$ cat src/rtl/cmp_flag_gen_if.sv
// Operand/flag handshake bundle for cmp_flag_gen: operand pair in, N/C/V/Z flags out.
interface cmp_flag_gen_if #(
  parameter int WIDTH = 32
);
  logic             start_valid;
  logic             start_ready;
  logic [WIDTH-1:0] a;
  logic [WIDTH-1:0] b;
  logic             flag_valid;
  logic             flag_ready;
  logic             FlagN;
  logic             FlagC;
  logic             FlagV;
  logic             FlagZ;

  modport master (
    output start_valid, a, b, flag_ready,
    input  start_ready, flag_valid, FlagN, FlagC, FlagV, FlagZ
  );

  modport slave (
    input  start_valid, a, b, flag_ready,
    output start_ready, flag_valid, FlagN, FlagC, FlagV, FlagZ
  );
endinterface

$ cat src/rtl/cmp_flag_gen.sv
// Digit-serial A-B flag generator (N/C/V, plus Z when CMP_FLAG_Z_EN is defined).
// WIDTH must be a multiple of DIGIT; one DIGIT-wide slice is subtracted per cycle.
module cmp_flag_gen #(
  parameter int WIDTH = 32,
  parameter int DIGIT = 8
) (
  input  logic          clk,
  input  logic          rst_n,
  cmp_flag_gen_if.slave bus
);
  localparam int NDIG = WIDTH / DIGIT;
  localparam int CW   = (NDIG > 1) ? $clog2(NDIG) : 1;

  typedef enum logic [1:0] {IDLE, RUN, DONE} state_t;

  state_t                 state_q, state_d;
  logic [WIDTH-1:0]       a_q, a_d, b_q, b_d, res_q, res_d;
  logic                   carry_q, carry_d;
  logic [CW-1:0]          cnt_q, cnt_d;
  logic                   start_ready_q, start_ready_d;
  logic                   flag_valid_q, flag_valid_d;
  logic                   n_q, n_d, c_q, c_d, v_q, v_d;
  logic [DIGIT:0]         digit_sum;
  logic [WIDTH+DIGIT-1:0] res_ext;
  logic                   last_digit;
`ifdef CMP_FLAG_Z_EN
  logic                   zacc_q, zacc_d, z_q, z_d;
`endif

  always_comb begin
    digit_sum  = {1'b0, a_q[DIGIT-1:0]} + {1'b0, ~b_q[DIGIT-1:0]} + {{DIGIT{1'b0}}, carry_q};
    res_ext    = {digit_sum[DIGIT-1:0], res_q};
    last_digit = (cnt_q == CW'(NDIG - 1));

    state_d       = state_q;
    a_d           = a_q;
    b_d           = b_q;
    res_d         = res_q;
    carry_d       = carry_q;
    cnt_d         = cnt_q;
    start_ready_d = start_ready_q;
    flag_valid_d  = flag_valid_q;
    n_d           = n_q;
    c_d           = c_q;
    v_d           = v_q;
`ifdef CMP_FLAG_Z_EN
    zacc_d        = zacc_q;
    z_d           = z_q;
`endif

    case (state_q)
      IDLE: begin
        if (bus.start_valid) begin
          a_d           = bus.a;
          b_d           = bus.b;
          carry_d       = 1'b1;
          cnt_d         = '0;
          start_ready_d = 1'b0;
          state_d       = RUN;
`ifdef CMP_FLAG_Z_EN
          zacc_d        = 1'b0;
`endif
        end
      end
      RUN: begin
        a_d     = a_q >> DIGIT;
        b_d     = b_q >> DIGIT;
        res_d   = res_ext[WIDTH+DIGIT-1:DIGIT];
        carry_d = digit_sum[DIGIT];
        cnt_d   = cnt_q + 1'b1;
`ifdef CMP_FLAG_Z_EN
        zacc_d  = zacc_q | (|digit_sum[DIGIT-1:0]);
`endif
        if (last_digit) begin
          // The operand top digits now sit in the low slice, so their MSBs are the sign bits.
          n_d          = digit_sum[DIGIT-1];
          c_d          = digit_sum[DIGIT];
          v_d          = (a_q[DIGIT-1] != b_q[DIGIT-1]) && (digit_sum[DIGIT-1] != a_q[DIGIT-1]);
`ifdef CMP_FLAG_Z_EN
          z_d          = ~(zacc_q | (|digit_sum[DIGIT-1:0]));
`endif
          flag_valid_d = 1'b1;
          state_d      = DONE;
        end
      end
      DONE: begin
        if (bus.flag_ready) begin
          flag_valid_d  = 1'b0;
          start_ready_d = 1'b1;
          state_d       = IDLE;
        end
      end
      default: begin
        state_d       = IDLE;
        start_ready_d = 1'b1;
        flag_valid_d  = 1'b0;
      end
    endcase
  end

  always_ff @(posedge clk) begin
    if (!rst_n) begin
      state_q       <= IDLE;
      a_q           <= '0;
      b_q           <= '0;
      res_q         <= '0;
      carry_q       <= 1'b0;
      cnt_q         <= '0;
      start_ready_q <= 1'b1;
      flag_valid_q  <= 1'b0;
      n_q           <= 1'b0;
      c_q           <= 1'b0;
      v_q           <= 1'b0;
`ifdef CMP_FLAG_Z_EN
      zacc_q        <= 1'b0;
      z_q           <= 1'b0;
`endif
    end else begin
      state_q       <= state_d;
      a_q           <= a_d;
      b_q           <= b_d;
      res_q         <= res_d;
      carry_q       <= carry_d;
      cnt_q         <= cnt_d;
      start_ready_q <= start_ready_d;
      flag_valid_q  <= flag_valid_d;
      n_q           <= n_d;
      c_q           <= c_d;
      v_q           <= v_d;
`ifdef CMP_FLAG_Z_EN
      zacc_q        <= zacc_d;
      z_q           <= z_d;
`endif
    end
  end

  assign bus.start_ready = start_ready_q;
  assign bus.flag_valid  = flag_valid_q;
  assign bus.FlagN       = n_q;
  assign bus.FlagC       = c_q;
  assign bus.FlagV       = v_q;
`ifdef CMP_FLAG_Z_EN
  assign bus.FlagZ       = z_q;
`else
  assign bus.FlagZ       = 1'b0;
`endif
endmodule

$ cat src/flat_wrapper.sv
// flat-port wrapper written by rule: the top's interface ports become plain ports
module cmp_flag_gen_flat 
#(
  parameter int WIDTH = 32,
  parameter int DIGIT = 8
)
  (clk, rst_n, bus_start_valid, bus_a, bus_b, bus_flag_ready, bus_start_ready, bus_flag_valid, bus_FlagN, bus_FlagC, bus_FlagV, bus_FlagZ);
  cmp_flag_gen_if #(.WIDTH(WIDTH)) bus_i ();
  input  logic clk;
  input  logic rst_n;
  input wire logic [$bits(bus_i.start_valid)-1:0] bus_start_valid;
  input wire logic [$bits(bus_i.a)-1:0] bus_a;
  input wire logic [$bits(bus_i.b)-1:0] bus_b;
  input wire logic [$bits(bus_i.flag_ready)-1:0] bus_flag_ready;
  output wire logic [$bits(bus_i.start_ready)-1:0] bus_start_ready;
  output wire logic [$bits(bus_i.flag_valid)-1:0] bus_flag_valid;
  output wire logic [$bits(bus_i.FlagN)-1:0] bus_FlagN;
  output wire logic [$bits(bus_i.FlagC)-1:0] bus_FlagC;
  output wire logic [$bits(bus_i.FlagV)-1:0] bus_FlagV;
  output wire logic [$bits(bus_i.FlagZ)-1:0] bus_FlagZ;
  assign bus_i.start_valid = bus_start_valid;
  assign bus_i.a = bus_a;
  assign bus_i.b = bus_b;
  assign bus_i.flag_ready = bus_flag_ready;
  assign bus_start_ready = bus_i.start_ready;
  assign bus_flag_valid = bus_i.flag_valid;
  assign bus_FlagN = bus_i.FlagN;
  assign bus_FlagC = bus_i.FlagC;
  assign bus_FlagV = bus_i.FlagV;
  assign bus_FlagZ = bus_i.FlagZ;
  cmp_flag_gen #(.WIDTH(WIDTH), .DIGIT(DIGIT)) u_core (.clk(clk), .rst_n(rst_n), .bus(bus_i));
endmodule
$ cat config.mk
export PLATFORM = sky130hd
export DESIGN_NAME = cmp_flag_gen_flat
export DESIGN_NICKNAME = d
export VERILOG_FILES = /design/src/rtl/cmp_flag_gen_if.sv /design/src/rtl/cmp_flag_gen.sv /design/src/flat_wrapper.sv
export SDC_FILE = /design/constraint.sdc
export NUM_CORES = 1
export LEC_CHECK = 0
export ABC_CLOCK_PERIOD_IN_PS = 1680
export CORE_UTILIZATION = 45
export DETAILED_ROUTE_END_ITERATION = 8
export GPL_TIMING_DRIVEN = 0
export PLACE_DENSITY_LB_ADDON = 0.08
export SLEW_MARGIN = 30
export SYNTH_ARGS = -nofsm -noshare
export SYNTH_HDL_FRONTEND = slang
export SYNTH_SLANG_ARGS = --single-unit
$ cat constraint.sdc
create_clock -name clk -period 1.68 [get_ports clk]
set_input_delay 0.252 -clock clk [delete_from_list [all_inputs] [get_ports clk]]
set_output_delay 0.252 -clock clk [all_outputs]
set_load 0.02 [all_outputs]
## Yosys cells after proc, flatten, opt, wreduce, memory -nomap -nowiden

Index checks and enable logic that the tools add are counted.

- Mux-type cells: 18
- Equal/unequal tests: 8
- Reductions and logical operators: 8
- Add/subtract/negate cells: 3
- Bitwise operators: 3

Operator list:

| kind | number |
|---|---|
| $pmux 32 s2 | 2 |
| $mux 32 | 2 |
| $add 8x8->9 | 1 |
| $add 9x1->9 | 1 |
| $reduce_and 3->1 | 3 |
| $mux 2 | 4 |
| $not 8->8 | 1 |
| $pmux 1 s3 | 2 |
| $pmux 2 s3 | 1 |
| $mux 1 | 5 |
| $eq 2x2->1 const B | 2 |
| $ne 2x2->1 const B | 2 |
| $pmux 2 s2 | 1 |
| $reduce_and 2->1 | 2 |
| $add 2x1->2 const B | 1 |
| $eq 2x1->1 const B | 1 |
| $logic_not 2->1 | 1 |
| $ne 1x1->1 | 2 |
| $ne 2x1->1 const B | 1 |
| $not 1->1 | 2 |
| $pmux 1 s2 | 1 |
| $reduce_bool 2->1 | 1 |
| $logic_and 1x1->1 | 1 |

- Input bits: 68
- Register bits: 74
- Output and inout port bits: 6

## Depth between registers and ports, before layout

Gate-level depths: netlist (run 1).

- Depth after elaboration: 5
- Depth in mapped cells: 7
- Mapped depth without buffers: 7

## Worst setup path after synthesis (run 1)

No wires, ideal clock.

- Path kind: register -> register
- From: register u_core.b_q[2]
- To: register u_core.carry_q
- Setup slack: 25 ps
- Cell stages (with the launch flop): 8
- Setup time: 123 ps
- Arrival: 1532 ps
- Clock period less this slack: 1655 ps
- Path through: dfxtp_1 -> inv_1 -> ha_1 -> a211oi_2 -> o21ai_1 -> a221oi_2 -> o21ba_2 -> a21oi_1

- Longest elaborated chain between the ends: 4

Ends and longest elaborated chain:

| item | line | text |
|---|---|---|
| start: declaration | cmp_flag_gen.sv:17 | `logic [WIDTH-1:0] a_q, a_d, b_q, b_d, res_q, res_d;` |
| start signal: assignment | cmp_flag_gen.sv:105 | `b_q <= '0;` |
| start signal: assignment | cmp_flag_gen.sv:121 | `b_q <= b_d;` |
| $not 8->8 | cmp_flag_gen.sv:31 | `digit_sum = {1'b0, a_q[DIGIT-1:0]} + {1'b0, ~b_q[DIGIT-1:0]} + {{DIGIT{1'b0}}, carry_q};` |
| $add 8x8->9 | cmp_flag_gen.sv:31 |  |
| $add 9x1->9 | cmp_flag_gen.sv:31 |  |
| $pmux 1 s2 | cmp_flag_gen.sv:51 | `case (state_q)` |
| end signal: assignment | cmp_flag_gen.sv:123 | `carry_q <= carry_d;` |
| end: declaration | cmp_flag_gen.sv:18 | `logic carry_q, carry_d;` |

Every way passes these cells.
A chain may end at the register's enable or synchronous reset.

## Worst setup path in the final report (run 1)

- From: register u_core.b_q[2]
- To: register u_core.c_q, in the netlist u_core.bus.FlagC

- Longest elaborated chain between the ends: 3

Ends and longest elaborated chain:

| item | line | text |
|---|---|---|
| $not 8->8 | cmp_flag_gen.sv:31 |  |
| $add 8x8->9 | cmp_flag_gen.sv:31 |  |
| $add 9x1->9 | cmp_flag_gen.sv:31 |  |
| end signal: assignment | cmp_flag_gen.sv:112 | `c_q <= 1'b0;` |
| end signal: assignment | cmp_flag_gen.sv:128 | `c_q <= c_d;` |
| end: declaration | cmp_flag_gen.sv:22 | `logic n_q, n_d, c_q, c_d, v_q, v_d;` |

Every way passes these cells.

==> results.cfg, run 1 <==
[floorplan]
initial_utilization = 0.4723
die_y_microns = 89.95
io_pins = 74
rows = 31
coreArea_sq_um = 7370
die-area_sq_um = 8091
die_x_microns = 89.95

[clock_tree]
clk_pin_slew_ns = 0.08
h-tree-depth = 3
cts_tree = done
cts_made_buffers = 9
cts_num_sinks = 74
clock_latency_ns = 0.34
cts-root-buf = clkbuf_8
cts_buffer_depth = 2

[critical_path]
crit_slowest_cell = dfxtp_2
end_kind = register
worstSetupPathType = register to register
critPathLaunchType = register
critPathArrivalTime_ns = 1.87
cp_max_fo = 5
slowest_delay_ns = 0.34
cp.required_ns = 1.91
crit_chain = inv_2, ha_4, a211oi_2, o21ai_2, a221oi_2, buf_4, o21ba_4, a21oi_1
critical-path-top-delay-family = compound AO/OA/AOI/OAI gates
worst-r2r-cell-count = 8
critPathBufInv = 2
cp.depth = 8

[routing]
drt-initial-drc-count = 165
viasPerCell = 5.560
dr.pass1.iters = 4
drc_errors = 0
wl_per_cell_microns = 15.87
detail-route-antenna-nets = 0
vias = 3030
wirelength_microns = 8649

[pwr]
power_w = 0.004331
p_sw_w = 0.001128
power.share.clock = 0.323
ir_worst_vdd_uv = 475.0
p_sw_frac = 0.2604
power_density_nw_per_um2 = 940.6
seq_power_share = 0.461
internal-power_w = 0.003203
p_leak_nw = 1.853
pwr-share-comb = 0.216

[synth]
synth_cell_type_count = 35
synth.cell_area_sq_um = 3481
synth.avg_cell_area_sq_um = 9.750
synthCells = 357
ys_seq_area_frac = 0.4256
ys_warn_count = 0
synth-seq-cells = 74
synth_nets = 434

[global_route]
grt_pass1_vias = 2948
grt_pass1_wl_microns = 14320
grt-ovfl-total = 0
grt_usage = 0.2219
antenna_found_initial = 0
grt_max_degree = 13

[sta]
slew_headroom = 0.6440
layout_setup_ws_ns = 0.04141
finalSetupViolCount = 0
rsz0062_at_grt = true
slew_violations = 0
hold_viol = 0
fin_crit_sh = 0.9753
skew_ns = 0.008167
max_freq_ghz = 0.6103
worstMarginPinSlew_ns = 0.5340
finalCriticalPeriod_ns = 1.639

[placement]
post-dp-hpwl_microns = 6439
dpl-instance-area_sq_um = 4315
gp_congestion = 0.8455
place_ws_ns = -0.1632
portBuffers = 71

[final_layout]
drive_gt1_frac = 0.2220
layout.nets = 518
syn_to_final_growth_pct = 32.28
final_area_sq_um = 4604
antenna_cells = 0

[hold_path]
hold_class = input port to register
hold_path_depth = 3

[run]
max_cap_viol_count = 0

[outcome]
status = finished, final reports clean
final cells by class:
type,count,area [sq um]
Inverter,10,37.54
Clock inverter,5,52.55
Multi-Input combinational cell,232,1823
Tap cell,99,123.9
Buffer,41,202.7
Clock buffer,11,151.4
Timing Repair Buffer,73,725.7
Sequential cell,74,1488
Fill cell,655,2765
path summary, 6_finish.rpt:
check,startpoint,end,slack (ns)
setup / recovery,u_core.b_q[2]$_SDFFE_PN0P_,u_core.bus.FlagC$_SDFFE_PN0P_,0.04
hold reg to reg,u_core.bus.FlagV$_SDFFE_PN0P_,u_core.bus.FlagV$_SDFFE_PN0P_,0.52
hold / removal,rst_n,u_core.b_q[24]$_SDFFE_PN0P_,0.49
setup reg to reg,u_core.b_q[2]$_SDFFE_PN0P_,u_core.bus.FlagC$_SDFFE_PN0P_,0.04
synth_stat cells (all sizes together):
cell type / n / area share
nor2b: 19 / 0.034
or2: 1 / 0.0018
o2111a: 1 / 0.0032
buf: 21 / 0.037
nand4: 2 / 0.0036
and3b: 1 / 0.0025
a22oi: 17 / 0.037
a21boi: 1 / 0.0022
a21o: 1 / 0.0022
o21ba: 1 / 0.0029
nand2: 7 / 0.0075
o221a: 48 / 0.16
mux2i: 1 / 0.0029
a221oi: 1 / 0.0043
inv: 10 / 0.011
and2: 2 / 0.0036
o21ai: 6 / 0.0086
ha: 9 / 0.032
conb: 1 / 0.0011
a2bb2oi: 48 / 0.12
a21oi: 5 / 0.0072
a211oi: 1 / 0.0036
nand3: 2 / 0.0029
o221ai: 2 / 0.0050
nor2: 54 / 0.060
dfxtp: 74 / 0.43
clkbuf: 20 / 0.022
nor3: 1 / 0.0014
power groups by stage:
stage	logic, W	registers (W)	clock network (W)
4_1_cts	0.000904	0.00199	0.00142
3_5_place_dp	0.000884	0.00203	0
3_3_place_gp	0.000867	0.00202	0
2_1_floorplan	0.000595	0.00200	0
6_report	0.000937	0.00200	0.00140
5_1_grt	0.00103	0.00201	0.00151
cells in the final DEF, fill, tap and decap left out, drive strengths merged, types with 10 or more instances in the layout:
| master | instances |
|---|---|
| nor2 | 54 |
| buf | 23 |
| clkbuf | 31 |
| nor2b | 19 |
| a2bb2oi | 48 |
| inv | 10 |
| clkdlybuf4s50 | 71 |
| dfxtp | 74 |
| a22oi | 17 |
| o221a | 48 |
through the flow:
step | hold slack (ns) | setup TNS, ns | cells | utilization
6_report | 0.4897 | 0 | 545 | 0.6248
5_1_grt | 0.5284 | -0.1438 | 545 | 0.6248
4_1_cts | 0.4896 | 0 | 544 | 0.6161
3_5_place_dp | 0.5101 | -5.865 | 527 | 0.5856
3_3_place_gp | 0.5127 | -5.200 | 527 | 0.5856
2_1_floorplan | 0.4151 | 0 | 357 | -
sequential cells by signal (all words and copies together), names as in the netlist:
register                flops
u_core.bus.FlagN            1
u_core.bus.FlagC            1
u_core.bus.FlagV            1
u_core.cnt_q                2
u_core.state_q              2
u_core.b_q                 32
u_core.a_q                 32
u_core.bus.flag_valid       1
u_core.carry_q              1
u_core.bus.start_ready      1
per-layer routing:
metal	track usage	part of all wire	wire, microns
met5	0	0	0
met4	0.05108	0.011	91
met3	0.05753	0.031	266
met2	0.3551	0.47	4066
met1	0.3001	0.49	4224
tightest hold or removal path: stages:
cell and delay (ns):
clkbuf_1 0.14, clkbuf_1 0.23, nor2b_1 0.18
kinds of logic after synthesis:
kind of cell,Yosys count,share of synthesized area
AND/OR/NAND/NOR,89,0.1172
buffers and inverters,51,0.06901
flip-flops,74,0.4256
AO/OA/AOI/OAI,132,0.3519
other,1,0.001077
adder cells (fa/ha/maj),9,0.03235
multiplexers,1,0.002876
timing repair:
action,CTS,global route
hold buffers,0,0
pin swaps,2,7
buffers inserted,1,1
setup endpoints to repair,4,4
resized for setup,2,14
Note: power is estimated with default switching activity, not from simulation.
==> run 2: changes to the inputs <==
Settings changed: CTS_CLUSTER_SIZE set to 40.
==> results of run 2 <==
No change in the layout: final DEF, timing and power equal those of run 1.
